[src/rtl/serial_receiver_pkg.sv]
// Shared constants, receiver state encoding and bit-timing helper for the
// UART frame receiver.
package serial_receiver_pkg;

   localparam int FRAME_BYTES = 8;
   localparam int DATA_W      = 17;
   localparam int TS_W        = 24;
   localparam int ZERO_IDX_A  = 3;
   localparam int ZERO_IDX_B  = 7;
   localparam int MSB_IDX     = 2;

   typedef enum logic [1:0] {
      RX_IDLE  = 2'd0,
      RX_START = 2'd1,
      RX_DATA  = 2'd2,
      RX_STOP  = 2'd3
   } rx_state_t;

   function automatic int clks_per_bit(input int clk_freq, input int baud);
      return clk_freq / baud;
   endfunction

endpackage

[src/rtl/serial_receiver_uart_rx.sv]
// 8N1 UART byte receiver: rx synchroniser, mid-bit sampling timer and byte FSM.
// valid/frame_err are single-cycle strobes issued in the stop-bit sample cycle.
module serial_receiver_uart_rx
   import serial_receiver_pkg::*;
#(
   parameter int CLK_FREQ = 12000000,
   parameter int BAUD     = 115200
) (
   input  logic       clk,
   input  logic       rstn,
   input  logic       rx,
   output logic [7:0] data,
   output logic       valid,
   output logic       frame_err,
   output logic       busy,
   output rx_state_t  state
);

   localparam int CPB   = clks_per_bit(CLK_FREQ, BAUD);
   localparam int TMR_W = $clog2(CPB + 1);
   localparam logic [TMR_W-1:0] HALF_BIT = TMR_W'(CPB / 2);
   localparam logic [TMR_W-1:0] FULL_BIT = TMR_W'(CPB - 1);

   logic             sync1_q, sync2_q, prev_q;
   rx_state_t        state_q, state_d;
   logic [TMR_W-1:0] tmr_q, tmr_d;
   logic [2:0]       bit_q, bit_d;
   logic [7:0]       shift_q, shift_d;
   logic             tick;

   always_ff @(posedge clk or negedge rstn) begin
      if (!rstn) begin
         sync1_q <= 1'b1;
         sync2_q <= 1'b1;
         prev_q  <= 1'b1;
         state_q <= RX_IDLE;
         tmr_q   <= '0;
         bit_q   <= '0;
         shift_q <= '0;
      end else begin
         sync1_q <= rx;
         sync2_q <= sync1_q;
         prev_q  <= sync2_q;
         state_q <= state_d;
         tmr_q   <= tmr_d;
         bit_q   <= bit_d;
         shift_q <= shift_d;
      end
   end

   // A held-low line leaves prev_q low, so re-arming needs a fresh 1->0 edge.
   always_comb begin
      state_d   = state_q;
      tmr_d     = tmr_q;
      bit_d     = bit_q;
      shift_d   = shift_q;
      valid     = 1'b0;
      frame_err = 1'b0;
      tick      = (tmr_q == '0);
      case (state_q)
         RX_IDLE: begin
            if (prev_q && !sync2_q) begin
               tmr_d   = HALF_BIT;
               state_d = RX_START;
            end
         end
         RX_START: begin
            if (!tick) begin
               tmr_d = tmr_q - TMR_W'(1);
            end else if (!sync2_q) begin
               tmr_d   = FULL_BIT;
               bit_d   = 3'd0;
               state_d = RX_DATA;
            end else begin
               state_d = RX_IDLE;
            end
         end
         RX_DATA: begin
            if (!tick) begin
               tmr_d = tmr_q - TMR_W'(1);
            end else begin
               shift_d = {sync2_q, shift_q[7:1]};
               tmr_d   = FULL_BIT;
               bit_d   = bit_q + 3'd1;
               if (bit_q == 3'd7) state_d = RX_STOP;
            end
         end
         RX_STOP: begin
            if (!tick) begin
               tmr_d = tmr_q - TMR_W'(1);
            end else begin
               valid     = sync2_q;
               frame_err = !sync2_q;
               state_d   = RX_IDLE;
            end
         end
         default: state_d = RX_IDLE;
      endcase
   end

   assign data  = shift_q;
   assign busy  = (state_q != RX_IDLE);
   assign state = state_q;

endmodule

[src/rtl/serial_receiver.sv]
// Frame assembler for the tracker's 8-byte UART frame: checks the zero fields,
// recovers decoded_data/timestamp and abandons partial frames after a line gap.
module serial_receiver
   import serial_receiver_pkg::*;
#(
   parameter int CLK_FREQ = 12000000,
   parameter int BAUD     = 115200,
   parameter int GAP_BITS = 20
) (
   input  logic              clk_12MHz,
   input  logic              rstn,
   input  logic              rx,
   output logic              data_valid,
   output logic [DATA_W-1:0] decoded_data,
   output logic [TS_W-1:0]   timestamp,
   output logic              frame_error,
   output logic              busy,
   output logic [2:0]        dbg_byte_idx,
   output logic [1:0]        dbg_rx_state
);

   localparam int CPB       = clks_per_bit(CLK_FREQ, BAUD);
   localparam int GAP_LIMIT = GAP_BITS * CPB;
   localparam int GAP_W     = $clog2(GAP_LIMIT + 1);
   localparam logic [2:0] LAST_IDX = 3'(FRAME_BYTES - 1);

   logic              rst_meta_q, rst_sync_q;
   logic [7:0]        rx_data;
   logic              rx_valid, rx_ferr, rx_busy;
   rx_state_t         rx_state;
   logic [2:0]        idx_q, idx_d;
   logic [DATA_W-1:0] stage_data_q, stage_data_d, out_data_q, out_data_d;
   logic [TS_W-1:0]   stage_ts_q, stage_ts_d, out_ts_q, out_ts_d;
   logic [GAP_W-1:0]  gap_q, gap_d;
   logic              dv_q, dv_d, fe_q, fe_d;
   logic              check_fail, timeout;

   // Reset asserts immediately but releases on a clock edge.
   always_ff @(posedge clk_12MHz or negedge rstn) begin
      if (!rstn) begin
         rst_meta_q <= 1'b0;
         rst_sync_q <= 1'b0;
      end else begin
         rst_meta_q <= 1'b1;
         rst_sync_q <= rst_meta_q;
      end
   end

   serial_receiver_uart_rx #(
      .CLK_FREQ (CLK_FREQ),
      .BAUD     (BAUD)
   ) u_uart_rx (
      .clk       (clk_12MHz),
      .rstn      (rst_sync_q),
      .rx        (rx),
      .data      (rx_data),
      .valid     (rx_valid),
      .frame_err (rx_ferr),
      .busy      (rx_busy),
      .state     (rx_state)
   );

   always_ff @(posedge clk_12MHz or negedge rst_sync_q) begin
      if (!rst_sync_q) begin
         idx_q        <= '0;
         stage_data_q <= '0;
         stage_ts_q   <= '0;
         out_data_q   <= '0;
         out_ts_q     <= '0;
         gap_q        <= '0;
         dv_q         <= 1'b0;
         fe_q         <= 1'b0;
      end else begin
         idx_q        <= idx_d;
         stage_data_q <= stage_data_d;
         stage_ts_q   <= stage_ts_d;
         out_data_q   <= out_data_d;
         out_ts_q     <= out_ts_d;
         gap_q        <= gap_d;
         dv_q         <= dv_d;
         fe_q         <= fe_d;
      end
   end

   always_comb begin
      idx_d        = idx_q;
      stage_data_d = stage_data_q;
      stage_ts_d   = stage_ts_q;
      out_data_d   = out_data_q;
      out_ts_d     = out_ts_q;
      gap_d        = gap_q;
      dv_d         = 1'b0;
      check_fail   = 1'b0;
      timeout      = 1'b0;

      if (rx_valid) begin
         case (idx_q)
            3'd0: stage_data_d[7:0]  = rx_data;
            3'd1: stage_data_d[15:8] = rx_data;
            3'(MSB_IDX): begin
               if (rx_data[7:1] != 7'd0) check_fail = 1'b1;
               else                      stage_data_d[16] = rx_data[0];
            end
            3'(ZERO_IDX_A), 3'(ZERO_IDX_B): check_fail = (rx_data != 8'h00);
            3'd4: stage_ts_d[7:0]   = rx_data;
            3'd5: stage_ts_d[15:8]  = rx_data;
            3'd6: stage_ts_d[23:16] = rx_data;
            default: ;
         endcase
         if (check_fail) begin
            idx_d = 3'd0;
         end else if (idx_q == LAST_IDX) begin
            out_data_d = stage_data_q;
            out_ts_d   = stage_ts_q;
            dv_d       = 1'b1;
            idx_d      = 3'd0;
         end else begin
            idx_d = idx_q + 3'd1;
         end
      end

      if (rx_ferr) idx_d = 3'd0;

      // Leaving IDLE (a start edge) clears the gap count.
      if (idx_q != 3'd0 && rx_state == RX_IDLE) begin
         if (gap_q == GAP_W'(GAP_LIMIT - 1)) begin
            timeout = 1'b1;
            idx_d   = 3'd0;
            gap_d   = '0;
         end else begin
            gap_d = gap_q + GAP_W'(1);
         end
      end else begin
         gap_d = '0;
      end

      fe_d = rx_ferr | check_fail | timeout;
   end

   assign data_valid   = dv_q;
   assign decoded_data = out_data_q;
   assign timestamp    = out_ts_q;
   assign frame_error  = fe_q;
   assign busy         = (idx_q != 3'd0) || rx_busy;
   assign dbg_byte_idx = idx_q;
   assign dbg_rx_state = rx_state;

endmodule

[config.mk]
export PLATFORM = sky130hd
export DESIGN_NAME = serial_receiver
export DESIGN_NICKNAME = d
export VERILOG_FILES = /design/src/rtl/serial_receiver_pkg.sv /design/src/rtl/serial_receiver_uart_rx.sv /design/src/rtl/serial_receiver.sv
export SDC_FILE = /design/constraint.sdc
export NUM_CORES = 1
export LEC_CHECK = 0
export ABC_AREA = 0
export CORE_UTILIZATION = 59
export CTS_BUF_LIST = sky130_fd_sc_hd__clkbuf_2 sky130_fd_sc_hd__clkbuf_4 sky130_fd_sc_hd__clkbuf_8
export CTS_CLUSTER_DIAMETER = 40
export DETAILED_ROUTE_END_ITERATION = 7
export DONT_BUFFER_PORTS = 1
export HOLD_SLACK_MARGIN = 0.1
export PLACE_DENSITY_LB_ADDON = 0.1
export SETUP_SLACK_MARGIN = 0.1
export SLEW_MARGIN = 40
export SYNTH_ARGS = -nofsm -noshare
export SYNTH_HDL_FRONTEND = slang
export SYNTH_HIERARCHICAL = 1
export SYNTH_SLANG_ARGS = --single-unit
[constraint.sdc]
create_clock -name clk_12MHz -period 3.7 [get_ports clk_12MHz]
set_input_delay 0.74 -clock clk_12MHz [delete_from_list [all_inputs] [get_ports clk_12MHz]]
set_output_delay 0.74 -clock clk_12MHz [all_outputs]
set_load 0.01 [all_outputs]
==> flow_summary.toml, run 1 <==
[run_status]
outcome = "completed"

[sta]
hold_viol = 0
tns_ns = 0
fin_crit_sh_pct = 82.13
clock_skew_ns = 0.007770
max_freq_mhz = 329.1
period_minus_slack_ns = 3.039
slew_violations = 0
rsz0062_at_grt = "false"
setup_viol = 0

[floorplanning]
io_pins = 52
core-area_sq_um = 9196
start_util_pct = 60.80
die_x_um = 99.35
dieArea_sq_um = 9870
die_h_um = 99.35
num_rows = 35

[logic_synthesis]
synth_most_common_cell = "dfrtp_1"
yosysTopAreaCellShare_pct = 54.15
synth_seq_cells = 124
synthArstFlopShare_pct = 100.0
yosysTopAreaCell = "dfrtp_1"
synth_warnings = 6
avgSynthCellArea_sq_um = 13.74
synth_flop_cell = "dfrtp_1"
yosys-top-cells-area = "dfrtp_1 (54%), mux2_4 (11%), mux2_1 (8.5%)"
synth-edff-count = 0
synth_common_cells = "dfrtp_1 (121), mux2_1 (42), mux2_4 (40)"
seq_area_frac_synth_pct = 55.56
synth.distinct_cells = 56
syn_nets = 426
syn_inst = 407
syn_area_sq_um = 5592

[setup_path]
critical_path_class = "register to register"
worstPathMaxFanout = 31
startpoint = "u_uart_rx/tmr_q[3]"
ff2ff_setup_slack_ns = 0.66
critPathArrivalTime_ns = 3.34
required_ns = 4.00
cp-end-kind = "register"
critPathCapture = "timestamp[1]"
start_kind = "register"
r2r_start = "u_uart_rx/tmr_q[3]"
rr_endpoint = "timestamp[1]"
r2r_cells = 6

[finish]
fill_cells = 686
seq_area_sq_um = 3110
n_antenna_cell = 0
final_cells = 541
syn2layout_area_growth_pct = 10.02
drive_gt1_share_pct = 22.33
layout.nets = 436
multi_input_area_sq_um = 2316

[min_path]
hp-class = "register to asynchronous set/reset pin"

[cts]
clockBufferDepth = 2
ctsResizeCount = 0
cts_buffers = 17
clock_latency_ns = 0.42
ctsRootBufferMaster = "clkbuf_8"
cts_htree_levels = 4
cts_tree = "done"
clk_pin_slew_ns = 0.07
cts_num_sinks = 124

[job]
max_cap_violations = 0

[pwr]
vdd_ir_drop_max_mv = 0.4579
pwr_density_cell_nw_per_um2 = 565.1
power.leakage_uw = 0.002966

[drt]
drc = 0
first_iter_violations = 91
drtPass1Iterations = 4
viasPerCell = 5.887
via_count = 3185
final_antenna_net_count = 0
wl_per_cell_um = 17.93
totalWireLength_um = 9701

[place]
gp_congestion = 0.8479
port_buffers = 0
dp_hpwl_um = 6601
placedCellCount = 508

[grt]
grt_usage_pct = 21.79
antenna_found_initial = 0
grt_pass1_vias = 3219
grt.overflow.total = 0
grt_max_degree = 42
grt_pass1_wl_um = 16290
sequential cells by signal (all words and copies together) (netlist names), named ones only:
| register | cells |
|---|---|
| dbg_byte_idx | 3 |
| u_uart_rx/data | 8 |
| stage_data_q | 17 |
| rst_sync_q | 1 |
| decoded_data | 17 |
| u_uart_rx/bit_q | 3 |
| u_uart_rx/state | 1 |
| u_uart_rx/sync1_q | 1 |
| u_uart_rx/sync2_q | 1 |
| rst_meta_q | 1 |
| data_valid | 1 |
| u_uart_rx/prev_q | 1 |
| timestamp | 24 |
| gap_q | 12 |
| frame_error | 1 |
| u_uart_rx/tmr_q | 7 |
| stage_ts_q | 24 |
cells by family after synthesis:
family / after synthesis / share of synthesized area, %
AO/OA/AOI/OAI: 41 / 5.035
XOR/XNOR: 10 / 1.566
adder cells (fa/ha/maj): 16 / 3.580
buffers and inverters: 25 / 3.043
flip-flops: 124 / 55.56
multiplexers: 92 / 21.17
other: 1 / 0.06706
AND/OR/NAND/NOR: 98 / 9.980
placed cells by master, fill, tap and decap left out, types with 3 or more instances in the layout:
| master | count |
|---|---|
| nor2_1 | 24 |
| nand2b_1 | 7 |
| mux2_1 | 42 |
| xnor2_1 | 5 |
| nand2_1 | 13 |
| a21o_1 | 4 |
| nor4_1 | 5 |
| nand3_1 | 10 |
| inv_1 | 10 |
| xor2_1 | 5 |
| o21ai_0 | 6 |
| dfstp_2 | 3 |
| nand4_1 | 4 |
| a21oi_1 | 9 |
| or3_1 | 3 |
| mux2_4 | 40 |
| nor2b_1 | 4 |
| ha_1 | 16 |
| dfrtp_1 | 120 |
| nor3_1 | 9 |
| clkbuf_8 | 21 |
| a211oi_1 | 3 |
| mux2_2 | 8 |
| and2_1 | 3 |
| bufinv_16 | 5 |
critical path, cell delays in order, from the launching register on:
cell	delay, ns
dfrtp_1	0.47
or4_4	0.59
nor2_1	0.21
and3_1	0.45
and4b_2	0.56
buf_12	0.30
mux2_4	0.33
worst min-delay path by stage:
stage	from	end	slack [ns]	depth (start not counted)
2_1_floorplan	rst_meta_q	rst_sync_q	0.33	0
3_3_place_gp	rst_meta_q	rst_sync_q	0.34	0
4_1_cts	rst_sync_q	timestamp[11]	0.28	0
6_report	rst_sync_q	timestamp[11]	0.26	0
5_1_grt	rx	u_uart_rx/sync1_q	0.27	0
3_5_place_dp	rst_sync_q	timestamp[11]	0.27	0
layout make-up:
class                   count  area share [%]
well taps                 111           2.257
flip-flops and latches    124           50.56
repair buffers              5           1.058
clock inverters            10           2.990
multi-input cells         258           37.64
clock buffers              22           4.820
inverters                  11          0.6711
stage by stage:
| stage | util [%] | total power [uW] | setup WS (ns) | hold WS, ns | area (sq um) |
|---|---|---|---|---|---|
| after detailed placement | 61.56 | 2109 | 0.6749 | 0.2694 | 5662 |
| after global routing | 66.90 | 3666 | 0.4797 | 0.2728 | 6152 |
| final | 66.90 | 3477 | 0.6610 | 0.2625 | 6152 |
| after CTS | 66.90 | 3516 | 0.6548 | 0.2777 | 6152 |
| after floorplan | - | 1973 | 1.255 | 0.3311 | 5593 |
| after global placement | 61.35 | 2081 | 0.7318 | 0.3383 | 5642 |
where the power goes:
| part | total [uW] | internal, uW | switching [uW] |
|---|---|---|---|
| Combinational | 561 | 230 | 331 |
| Sequential | 1520 | 1410 | 110 |
| Clock | 1390 | 882 | 509 |
what timing repair did:
item,in CTS,in global routing
hold endpoints to repair,2,0
setup buffers,0,0
hold buffers,1,0
metal layers:
metal,global-route usage [%],part of all wire [%]
met1,27.46,45
met2,34.94,49
met3,7.871,4.5
met4,7.579,0.97
met5,0,0
Power figures use the tool's default switching activity.
==> run 2, diff against run 1 <==
--- a/config.mk
+++ b/config.mk
@@ -6,7 +6,7 @@
 export NUM_CORES = 1
 export LEC_CHECK = 0
 export ABC_AREA = 0
-export CORE_UTILIZATION = 59
+export CORE_UTILIZATION = 65
 export CTS_BUF_LIST = sky130_fd_sc_hd__clkbuf_2 sky130_fd_sc_hd__clkbuf_4 sky130_fd_sc_hd__clkbuf_8
 export CTS_CLUSTER_DIAMETER = 40
 export DETAILED_ROUTE_END_ITERATION = 7
==> constraint.sdc (replaced) <==
create_clock -name clk_12MHz -period 2.8 [get_ports clk_12MHz]
set_input_delay 0.56 -clock clk_12MHz [delete_from_list [all_inputs] [get_ports clk_12MHz]]
set_output_delay 0.56 -clock clk_12MHz [all_outputs]
set_load 0.01 [all_outputs]
==> run 2 against run 1 <==
  * Sequential share of layout area up 0.36 points
  * Non-clock buffer count is 2 higher
  * Sequential power grew 33%
  * Die area fell by 9.0%
  * Register-to-register slack worse by 0.39 ns
  * Design area down 0.71%
  * Global-route usage increased by 3.0 points
  * First-iteration DRC count is 23% higher
  * Clock power rose by 14%
  * Power rose by 25%
  * Critical path type unchanged
==> flow_summary.toml, run 2 (synthesized netlist as in run 1, its figures left out) <==
[cts]
cts_tree = "done"
cts_buffers = 17
cts_num_sinks = 124
clock_latency_ns = 0.43
cts_setup_buffers = 0
clk_pin_slew_ns = 0.08
ctsRootBufferMaster = "clkbuf_8"
clockBufferDepth = 2
cts_htree_levels = 4

[setup_path]
cp-end-kind = "register"
rr_endpoint = "timestamp[21]"
required_ns = 3.12
critPathCapture = "timestamp[21]"
r2r_cells = 6
critical_path_class = "register to register"
ff2ff_setup_slack_ns = 0.27
worstPathMaxFanout = 30
critPathArrivalTime_ns = 2.85
start_kind = "register"
r2r_start = "u_uart_rx/tmr_q[3]"
startpoint = "u_uart_rx/tmr_q[3]"

[sta]
setup_viol = 0
tns_ns = 0
worst_slew_pin_slew_ns = 0.5091
period_minus_slack_ns = 2.531
slew_violations = 0
slew_headroom_pct = 66.06
fin_crit_sh_pct = 90.41
rsz0062_at_grt = "false"
clock_skew_ns = 0.009709
max_freq_mhz = 395.0
hold_viol = 0
timing.final.ws_setup_ns = 0.2686

[floorplanning]
core-area_sq_um = 8258
die_x_um = 94.75
dieArea_sq_um = 8978
io_pins = 52
start_util_pct = 67.71
num_rows = 33
die_h_um = 94.75

[finish]
layout.nets = 438
final_common_cell = "dfrtp_1"
multi_input_area_sq_um = 2322
syn2layout_area_growth_pct = 9.241
fill_cells = 546
final_cells = 537
drive_gt1_share_pct = 22.92
final_cell_mix = "dfrtp_1 (120), mux2_1 (42), mux2_4 (40)"
n_antenna_cell = 0
seq_area_sq_um = 3110

[grt]
grt_pass1_wl_um = 16290
grt_usage_pct = 24.76
grt_pass1_vias = 3322
grt.overflow.total = 0
grt_max_degree = 45
antenna_found_initial = 0

[drt]
wl_met2_um = 4660
first_iter_violations = 112
drc = 0
wl_met3_um = 536
via_count = 3224
totalWireLength_um = 9832
drtPass1Iterations = 4
viasPerCell = 6.004
wl_per_cell_um = 18.31
dr.max_layer_used = "met4"
met1_length_um = 4460
final_antenna_net_count = 0

[place]
port_buffers = 0
placedCellCount = 503
dp_hpwl_um = 6586
dp_slack_ns = 0.2335
gp_congestion = 0.8760

[job]
max_cap_violations = 0

[min_path]
hp-class = "register to asynchronous set/reset pin"

[run_status]
outcome = "completed"

[pwr]
power.leakage_uw = 0.002937
pwr_density_cell_nw_per_um2 = 710.2
vdd_ir_drop_max_mv = 0.4735
## run 2: cell types whose count changed in the layout (fill, tap and decap cells not counted), moves of 2 or more
cell	delta
bufinv_16	-3
clkinv_4	+3
clkbuf_8	-2
clkinvlp_4	+2
## run 2: worst max-delay path, cell delays in order (launching register included)
cell and delay [ns]:
dfrtp_1 0.47, or4_4 0.58, nor2_1 0.21, and3_2 0.27, and4b_2 0.29, buf_12 0.24, mux2_4 0.33
## run 2: through the flow
stage | cell area, sq um | util [%] | power (uW) | hold WS, ns
after floorplan | 5593 | - | 2607 | 0.2644
after global placement | 5674 | 68.71 | 2753 | 0.2644
after detailed placement | 5674 | 68.71 | 2776 | 0.2644
after CTS | 6092 | 73.77 | 4367 | 0.1018
after global routing | 6108 | 73.97 | 4556 | 0.3229
final | 6108 | 73.97 | 4338 | 0.3042
## run 2: cell type report
type | instances | area share, %
clock buffer | 20 | 4.404
sequential | 124 | 50.92
tap | 105 | 2.151
multi-input combinational | 258 | 38.02
clock inverter | 12 | 2.274
inverter | 11 | 0.6760
timing repair buffer | 7 | 1.557
## run 2: timing repair
item | CTS | global route
setup endpoints to repair | 0 | 9
resized for setup | 0 | 2
hold buffers | 1 | 1
hold endpoints to repair | 2 | 1
## run 2: how the worst min path moves through the flow
stage,start,end,depth (start not counted)
detailed placement,rstn,rst_meta_q,0
floorplan,rstn,rst_meta_q,0
finish,rst_sync_q,timestamp[11],0
CTS,rx,u_uart_rx/sync1_q,0
global route,rstn,rst_sync_q,1
global placement,rstn,rst_meta_q,0
## run 2: per-layer routing
layer,vias up,GRT usage [%]
met2,97,38.73
met5,-,0
met3,16,9.742
met1,1627,31.34
met4,0,8.838
li1,1484,-
## run 2: where the power goes
| group | total, uW | internal [uW] | switching, uW |
|---|---|---|---|
| Combinational | 735 | 306 | 429 |
| Clock | 1580 | 855 | 729 |
| Sequential | 2020 | 1870 | 153 |
| Total | 4340 | 3030 | 1310 |
==> run 3, diff against run 2 <==
--- a/config.mk
+++ b/config.mk
@@ -6,7 +6,7 @@
 export NUM_CORES = 1
 export LEC_CHECK = 0
 export ABC_AREA = 0
-export CORE_UTILIZATION = 65
+export CORE_UTILIZATION = 50
 export CTS_BUF_LIST = sky130_fd_sc_hd__clkbuf_2 sky130_fd_sc_hd__clkbuf_4 sky130_fd_sc_hd__clkbuf_8
 export CTS_CLUSTER_DIAMETER = 40
 export DETAILED_ROUTE_END_ITERATION = 7
==> run 3 against run 2 <==
  * First-iteration DRC count is 50% higher
  * Maximum frequency hardly changed
  * Critical path depth stayed put
  * Clock power is 12% higher
  * Wire length is 4.5% higher
  * Design area is 1.7% higher
  * Clock skew is 0.0013 ns lower
  * Worst hold slack better by 0.046 ns
  * Utilization is 17 points lower
  * Sequential power hardly changed
==> flow_summary.toml, run 3 (synthesized netlist as in run 1, its figures left out) <==
[finish]
n_antenna_cell = 0
layout.nets = 442
final_cell_area_sq_um = 6215
final_cell_mix = "dfrtp_1 (120), mux2_1 (42), mux2_4 (40)"
drive_gt1_share_pct = 23.39
final_common_cell = "dfrtp_1"
syn2layout_area_growth_pct = 11.14

[setup_path]
worstPathMaxFanout = 8
required_ns = 3.12
rr_endpoint = "stage_ts_q[1]"
r2r_start = "u_uart_rx/tmr_q[3]"
critical_path_class = "register to register"
cp-end-kind = "register"
ff2ff_setup_slack_ns = 0.27
r2r_cells = 6
critPathArrivalTime_ns = 2.85
start_kind = "register"

[floorplanning]
io_pins = 52
die_h_um = 107.8
core-area_sq_um = 10890
num_rows = 38
die_x_um = 107.8
dieArea_sq_um = 11610
start_util_pct = 51.36

[sta]
worst_slew_pin_slew_ns = 0.6048
hold_viol = 0
setup_viol = 0
slew_headroom_pct = 59.68
timing.final.ws_setup_ns = 0.2664
rsz0062_at_grt = "false"
fin_crit_sh_pct = 90.49
slew_violations = 0
max_freq_mhz = 394.7
tns_ns = 0
period_minus_slack_ns = 2.534
clock_skew_ns = 0.008447

[drt]
via_count = 3207
viasPerCell = 5.568
drc = 0
drtPass1Iterations = 5
wl_per_cell_um = 17.83
final_antenna_net_count = 0
totalWireLength_um = 10270
first_iter_violations = 168

[pwr]
clockPowerShare_pct = 38.9
pwr_density_cell_nw_per_um2 = 732.4
p_seq_share_pct = 44.2
internal_power_uw = 3254
power.leakage_uw = 0.002980
power.net_switching_uw = 1298
combPwrFrac_pct = 16.9
swShare_pct = 28.52
vdd_ir_drop_max_mv = 0.5269

[grt]
grt_pass1_vias = 3299
grt.overflow.total = 0
grt_usage_pct = 19.79
grt_max_degree = 52
antenna_found_initial = 0
grt_pass1_wl_um = 16900

[min_path]
hp-class = "register to asynchronous set/reset pin"

[cts]
cts_setup_buffers = 0
cts_htree_levels = 4
clk_pin_slew_ns = 0.07
cts_num_sinks = 124
cts_tree = "done"
clockBufferDepth = 2
clock_latency_ns = 0.44
cts_buffers = 17
ctsRootBufferMaster = "clkbuf_8"

[place]
dp_slack_ns = 0.2216
gp_congestion = 0.8078
placed_area_sq_um = 5736
dp_hpwl_um = 6974
port_buffers = 0

[job]
max_cap_violations = 0

[run_status]
outcome = "completed"
[run 3: worst max path at each step]
stage | cells past startpoint | endpoint | slack, ns | startpoint
2_1_floorplan | 6 | stage_data_q[10] | 0.36 | u_uart_rx/tmr_q[3]
3_3_place_gp | 6 | stage_ts_q[4] | 0.28 | u_uart_rx/tmr_q[3]
3_5_place_dp | 6 | stage_ts_q[1] | 0.22 | u_uart_rx/tmr_q[3]
4_1_cts | 6 | stage_ts_q[1] | 0.21 | u_uart_rx/tmr_q[3]
5_1_grt | 6 | stage_ts_q[7] | 0.10 | u_uart_rx/tmr_q[3]
6_report | 6 | stage_ts_q[1] | 0.27 | u_uart_rx/tmr_q[3]
[run 3: through the flow]
stage          total power (uW)  hold WS (ns)  instances  utilization (%)
6_report                   4552        0.3500        576            57.08
2_1_floorplan              2607        0.2644        407                -
5_1_grt                    4796        0.3341        576            57.08
4_1_cts                    4599        0.3148        576            57.07
3_5_place_dp               2799        0.2645        542            52.68
3_3_place_gp               2781        0.2645        542            52.68
[run 3: critical path: stages (launching register included)]
cell and delay [ns]:
dfrtp_1 0.46, or4_4 0.57, nor2_1 0.23, and3_2 0.27
buf_4 0.16, nand3_1 0.30, mux2_1 0.42
[run 3: power groups by stage]
stage               Combinational [uW]  Sequential [uW]  Clock, uW
finish                             769             2010       1770
global route                       848             2030       1920
CTS                                762             2010       1830
detailed placement                 753             2050          0
global placement                   740             2040          0
floorplan                          581             2030          0
[run 3: cell type report]
type                    instances  area, sq um
fillers                       887         4673
flip-flops and latches        124         3110
multi-input cells             258         2317
clock buffers                  22        296.5
well taps                     140        175.2
clock inverters                10        161.4
repair buffers                 11        112.6
inverters                      11        41.29
[run 3: layer usage]
layer  GRT usage, %  part of all wire [%]
met1          24.03                    44
met3          7.506                   5.6
met5              0                     0
met2          31.50                    48
met4          8.219                   1.6
[run 3: what timing repair did]
action,CTS,global route
hold buffers,2,0
gates resized for setup,0,1
endpoints found under the setup margin,0,9
endpoints found under the hold margin,3,0
